## config.mk

```make
export PLATFORM = sky130hd
export DESIGN_NAME = tlk2711_tx_sched
export DESIGN_NICKNAME = d
export VERILOG_FILES = /design/src/rtl/tlk2711_tx_sched.sv
export SDC_FILE = /design/constraint.sdc
export NUM_CORES = 1
export LEC_CHECK = 0
export CAP_MARGIN = 20
export CORE_MARGIN = 2
export CORE_UTILIZATION = 43
export DETAILED_ROUTE_END_ITERATION = 10
export PLACE_DENSITY = 0.72
export SLEW_MARGIN = 20
export SYNTH_ARGS = -nofsm -noshare
export SYNTH_HDL_FRONTEND = slang
export SYNTH_SLANG_ARGS = --single-unit
```

## constraint.sdc

```tcl
create_clock -name tx_clk -period 2.3 [get_ports tx_clk]
set_input_delay 0.46 -clock tx_clk [delete_from_list [all_inputs] [get_ports tx_clk]]
set_output_delay 0.46 -clock tx_clk [all_outputs]
set_load 0.05 [all_outputs]
```

## src/rtl/tlk2711_tx_sched.sv

```systemverilog
// Transmit scheduler for a shared TLK2711 serializer port: round-robin arbitration
// between frame sources, comma/SOF/EOF framing, and idle fill between frames.
module tlk2711_tx_sched #(
    parameter int NUM_REQ = 2,
    parameter int LEN_W   = 16
) (
    input  logic                     tx_clk,
    input  logic                     rst,
    input  logic                     i_enable,
    input  logic [NUM_REQ-1:0]       i_req,
    input  logic [NUM_REQ*LEN_W-1:0] i_len,
    input  logic [NUM_REQ*16-1:0]    i_data,
    output logic [NUM_REQ-1:0]       o_rd,
    output logic [NUM_REQ-1:0]       o_grant,
    output logic                     o_busy,
    output logic                     o_frame_done,
    output logic [15:0]              o_txd,
    output logic                     o_tkmsb,
    output logic                     o_tklsb
);

    localparam int IDX_W = (NUM_REQ > 1) ? $clog2(NUM_REQ) : 1;

    localparam logic [15:0] W_IDLE = 16'hBCC5;
    localparam logic [15:0] W_SOF  = 16'hBCAB;
    localparam logic [15:0] W_EOF  = 16'hBC95;

    typedef enum logic [2:0] {
        S_IDLE,
        S_COMMA1,
        S_COMMA2,
        S_SOF,
        S_DATA,
        S_EOF
    } state_t;

    state_t             state;
    logic [IDX_W-1:0]   last;
    logic [IDX_W-1:0]   gnt_idx;
    logic [LEN_W-1:0]   len_q;
    logic [LEN_W-1:0]   cnt;
    logic               rr_found;
    logic [IDX_W-1:0]   rr_idx;
    int                 cand;
    logic [IDX_W-1:0]   cand_idx;

    // Round-robin search starting one past the last winner, wrapping modulo NUM_REQ.
    always_comb begin
        rr_found = 1'b0;
        rr_idx   = '0;
        cand     = 0;
        cand_idx = '0;
        for (int i = 1; i <= NUM_REQ; i++) begin
            cand = int'(last) + i;
            if (cand >= NUM_REQ) cand = cand - NUM_REQ;
            cand_idx = IDX_W'(cand);
            if (!rr_found && i_req[cand_idx]) begin
                rr_found = 1'b1;
                rr_idx   = cand_idx;
            end
        end
    end

    always_ff @(posedge tx_clk or posedge rst) begin
        if (rst) begin
            state   <= S_IDLE;
            last    <= IDX_W'(NUM_REQ - 1);
            gnt_idx <= '0;
            o_grant <= '0;
            len_q   <= '0;
            cnt     <= '0;
            o_txd   <= 16'h0000;
            o_tkmsb <= 1'b0;
            o_tklsb <= 1'b0;
        end else begin
            case (state)
                S_IDLE: begin
                    o_txd   <= W_IDLE;
                    o_tkmsb <= 1'b1;
                    o_tklsb <= 1'b0;
                    if (i_enable && rr_found) begin
                        gnt_idx <= rr_idx;
                        o_grant <= NUM_REQ'(1) << rr_idx;
                        last    <= rr_idx;
                        len_q   <= i_len[rr_idx*LEN_W +: LEN_W];
                        state   <= S_COMMA1;
                    end
                end
                S_COMMA1: begin
                    o_txd   <= W_IDLE;
                    o_tkmsb <= 1'b1;
                    o_tklsb <= 1'b0;
                    state   <= S_COMMA2;
                end
                S_COMMA2: begin
                    o_txd   <= W_IDLE;
                    o_tkmsb <= 1'b1;
                    o_tklsb <= 1'b0;
                    state   <= S_SOF;
                end
                S_SOF: begin
                    o_txd   <= W_SOF;
                    o_tkmsb <= 1'b1;
                    o_tklsb <= 1'b0;
                    cnt     <= '0;
                    state   <= (len_q == '0) ? S_EOF : S_DATA;
                end
                S_DATA: begin
                    // len_q is nonzero here, so len_q-1 cannot underflow.
                    o_txd   <= i_data[gnt_idx*16 +: 16];
                    o_tkmsb <= 1'b0;
                    o_tklsb <= 1'b0;
                    cnt     <= cnt + LEN_W'(1);
                    if (cnt == len_q - LEN_W'(1)) state <= S_EOF;
                end
                S_EOF: begin
                    o_txd   <= W_EOF;
                    o_tkmsb <= 1'b1;
                    o_tklsb <= 1'b0;
                    o_grant <= '0;
                    state   <= S_IDLE;
                end
                default: begin
                    o_grant <= '0;
                    state   <= S_IDLE;
                end
            endcase
        end
    end

    assign o_rd         = (state == S_DATA) ? o_grant : '0;
    assign o_busy       = (state != S_IDLE);
    assign o_frame_done = (state == S_EOF);

endmodule

```

# Word level (Yosys, flattened, before mapping)
# Cells that the tools add are included.
# totals
ff_bits,56
in_bits,69
# classes
n_addsub,6
n_lt_le_gt_ge,4
eq_ne,8
shifts,3
n_mux,20
n_bitwise,1
reduce_logical,15
# op_table
op,count
16-bit one-hot mux with 4 select lines,1
32-bit by 6-bit indexed part select with 16-bit output,2
16-bit one-hot mux with 2 select lines,1
"16-bit by 1-bit adder with 16-bit output, second input constant",1
16-bit equality test,1
16-bit logical NOT,1
"16-bit by 1-bit subtractor with 16-bit output, second input constant",1
3-bit one-hot mux with 5 select lines,1
1-bit two-way mux,11
"3-bit by 2-bit equality test with 1-bit output, second input constant",2
"3-bit equality test, second input constant",2
3-bit two-way mux,2
2-bit AND reduction,3
5-bit OR reduction,1
"1-bit by 2-bit < comparator with 1-bit output, second input constant",2
2-bit two-way mux,2
"2-bit inequality test, second input constant",2
2-bit one-hot mux with 2 select lines,1
2-bit nonzero test,2
4-bit nonzero test,1
4-bit OR reduction,1
"1-bit by 2-bit adder with 3-bit output, second input constant",1
"3-bit by 1-bit equality test with 1-bit output, second input constant",1
"3-bit by 2-bit >= comparator with 1-bit output, second input constant",1
other kinds (11),13

# Logic depth before layout (Yosys ltp)
# Gate-level depths: netlist of run 1.
# logic_depth
word_depth,12
ltp_mapped,8
ltp_nobuf,8

# Worst setup path before layout of run 1
# OpenSTA, ideal clock, no wires.
# synth_path
path_kind,reg2reg
startpoint,register len_q[7]
endpoint,register state[0]
setup_ps,121
arrival_time_ps,2207
t_required_ps,2179
setup_slack_ps,-28
path_stages_with_launch,7
n_path_buf,0
period_less_slack_ps,2328
cell_sequence,dfrtp_1 or4_4 or4_4 mux2_4 a311o_1 nand4_1 a21oi_1
# synth_between
elab_chain_len,4
elab_cells_between_ends,7
classes_between,add/sub: 1; eq/ne: 2; mux: 2; reduce/logical: 2
# synth_lines
item,line,source
start: declaration,40,logic [LEN_W-1:0] len_q;
start signal: assignment,85,len_q <= i_len[rr_idx*LEN_W +: LEN_W];
16-bit by 1-bit subtractor with 16-bit output,114,if (cnt == len_q - LEN_W'(1)) state <= S_EOF;
16-bit equality test,114,
2-bit inequality test (no line),n/a,
2-bit AND reduction (no line),n/a,
end signal: assignment,106,state <= (len_q == '0) ? S_EOF : S_DATA;
end: declaration,37,state_t state;
# Several ways; a longest one is shown, not always the timed one.
# A chain may end at the register's enable or synchronous reset.

# Worst setup path in the final report of run 1
# layout_path
startpoint,register len_q[10]
endpoint,register state[0]
# Same word-level chain as after synthesis.

==> results of run 1 <==
==> cell type report <==
type	count	area [um^2]	area share
well taps	99	123.9	0.02757
multi-input cells	271	1719	0.3826
inverters	7	26.28	0.005848
clock inverters	2	12.51	0.002785
flip-flops and latches	56	1403	0.3122
repair buffers	114	1136	0.2529
clock buffers	6	72.57	0.01615
==> cell families (layout without fill, tap and decap cells) <==
logic type / count (synthesis) / after routing / synth area share
xor gates and xnor gates: 21 / 21 / 0.05669
buffers and inverters: 29 / 129 / 0.04474
muxes: 42 / 42 / 0.1323
and+or+nand+nor: 130 / 130 / 0.1959
other: 1 / 1 / 0.001156
adders and majority gates: 2 / 2 / 0.007712
DFF: 56 / 56 / 0.4323
AOI/OAI and AO/OA: 75 / 75 / 0.1292
==> layer usage <==
metal	up-vias	wire, um	global-route usage
met2	79	4126	0.3327
met4	0	65	0.04167
met3	6	401	0.03339
li1	1451	-	-
met5	-	0	0
met1	1404	3628	0.2831
==> critical path: cells and delay by family (launching register included) <==
family	cells	cell delay [ns]
simple gates	3	1.17
flops	1	0.39
compound gates	2	0.34
mux	1	0.31
==> flip-flops by register name, indices dropped and copies added (netlist names) <==
signal	flops
cnt	16
gnt_idx	1
last	1
len_q	16
o_grant	2
o_tkmsb	1
o_txd	16
state	3
==> synth_stat cells, types with 6 or more instances <==
library cell,number
o21ai_0,23
nand2_1,36
mux2i_1,38
dfrtp_1,55
clkbuf_1,14
nor2_1,36
nand4_1,6
nand3_1,12
inv_1,7
xor2_1,7
nor3_1,8
xnor2_1,14
and3_1,7
a21oi_1,35
==> through the flow <==
stage          hold WS (ns)  worst slack [ns]  cells    util
6_report             0.4850          -0.02582    555  0.6162
5_1_grt              0.5338          -0.07227    555  0.6162
4_1_cts              0.4940          -0.02366    555  0.6146
3_5_place_dp         0.4715          -0.01730    546  0.6019
3_3_place_gp         0.4634           0.02107    546  0.6019
2_1_floorplan        0.4649          0.009802    356       -
==> repair_timing <==
action                     CTS  global route
setup endpoints to repair    1             1
setup buffers                1             0
resized for setup            0             3
==> path summary, 6_finish.rpt <==
| check | start | cells past startpoint | slack [ns] | to |
|---|---|---|---|---|
| min in group asynchronous | rst | 3 | 0.51 | len_q[7] |
| worst min-delay path | o_txd[14] | 2 | 0.48 | o_txd[14] |
| worst max-delay path | len_q[10] | 6 | -0.03 | state[0] |
| max in group asynchronous | rst | 3 | 1.50 | last |
| worst min register to register | o_txd[14] | 2 | 0.48 | o_txd[14] |
| worst max register to register | len_q[10] | 6 | -0.03 | state[0] |
==> where the power goes <==
group / switching [mW] / internal [mW] / total (mW)
Sequential: 0.291 / 1.26 / 1.55
Combinational: 1.23 / 0.971 / 2.20
Clock: 0.312 / 0.214 / 0.526
Total: 1.83 / 2.45 / 4.28
==> metrics.txt, run 1 <==
final WL=8.222 mm; detail-routed via count per cell=roughly 5.3; drc violations=0; first-pass GRT wire length=between 10 and 15 mm; CORE AREA=approximately 0.0073 mm^2; type of the most critical hold path=reg2reg; H-tree depth=2; Routed Antenna Nets=0; syn_nets=approximately 430; die area=roughly 0.0083 mm^2; Final min period=approximately 2.3 ns; Final Skew=0.005769 ns; io pins=a little over 90; ys async rst share=1.000; fmax=430.0 MHz; gr ovfl total=0; Synthesis Warnings=0; CTS tree=done; initial antenna violation count=0; cts bufs inserted=5; Cell Chain, Critical Path=or4_4 > or4_4 > mux2_4 > a311o_1 > nand4_1 > a21oi_1; Worst setup EP type=register; clock sink total=56; dpl hpwl=around 6.3 mm; most used cells in the layout excluding fill and tap cells=87 x clkdlybuf4s50_1, 55 x dfrtp_1, 38 x mux2i_1; placed cell area=between 0.004 and 0.005 mm^2; CP Data Arrival Time=2.52 ns; setup slack after layout=-0.02582 ns; layout cell share with drive strength beyond 1=0.1118; fin crit share=1.011; Cell variety after synth=50; FF+latch count, synth=56; cell repeated most along the worst path=or4_4; cts hold-fix bufs=0; worst setup path class=reg2reg; DIE HEIGHT=approximately 91 um; Lkg Pwr=between 1.5 and 2 nW; RSZ-0062 raised after global routing=yes; VDD IR max=0.3946 mV; Design Area, Final=~0.0045 mm^2; Tot Pwr=approximately 4.3 mW; Required @ worst endpoint=2.49 ns; final hold vios=0; CTS root buf=clkbuf_8; crit-path max cell delay=~0.55 ns; vias=slightly below 3000; Antenna Cells=0; top cell type's share of synthesized area=0.4242; clk_lat worst skew=0.30 ns; largest net degree at the start of global routing=between 50 and 60; Least-Margin Pin Slew=between 0.5 and 0.6 ns; Critical-path top delay cell=or4_4; ranking of synthesized cells by area=dfrtp_1 42%, mux2i_1 12%, a21oi_1 5.4%, nand2_1 4.2%, nor2_1 4.2%; Die Wd=90.86 um; Nets=~530; num rows=31; Fill cells=648; most common cell after layout, fill and taps aside=clkdlybuf4s50_1; CP Max Fanout=3; Slew HR=0.6394; failing checks=negative setup slack; top_reg_cell synth=dfrtp_1; max-cap viol count=0; CTS clk-pin slew, worst paths=0.10 ns; count of final setup violators=1; routed wire length per instance=14.81 um; post-synthesis sequential area ratio=0.4323; Max Slew Vio Count=0; first-pass detailed-route iteration total=4; synthesis-to-layout area growth=38.49%; DR iter-0 viols=about 160; PortBufs=approximately 90; All-Layer GR Usage=0.2023; outcome=finished, violations left; vias in the first global route=2847; Synth Instances=approximately 360; setup TNS=-0.02582 ns; Startpoint Class=register; syn avg cell area=roughly 9.1 um^2; Starting Density=0.4449; Bufs on Longest Clock Path=2; PD cells=between 900 and 1000 mW/mm^2; routability cong.=slightly below 0.9; area leader, netlist=dfrtp_1; Post-synth EDFFs=0; mapped cell area=between 0.003 and 0.004 mm^2
(Power assumes the default switching activity.)
==> run 2, diff against run 1 <==
SKIP_LAST_GASP = 1   (was unset)
==> results of run 2 <==
Same layout as run 1: the final DEF is identical, and so are final timing and power.
==> run 3, diff against run 2 <==
TNS_END_PERCENT = 1   (was unset)
==> results of run 3 <==
Same layout as run 1: the final DEF is identical, and so are final timing and power.
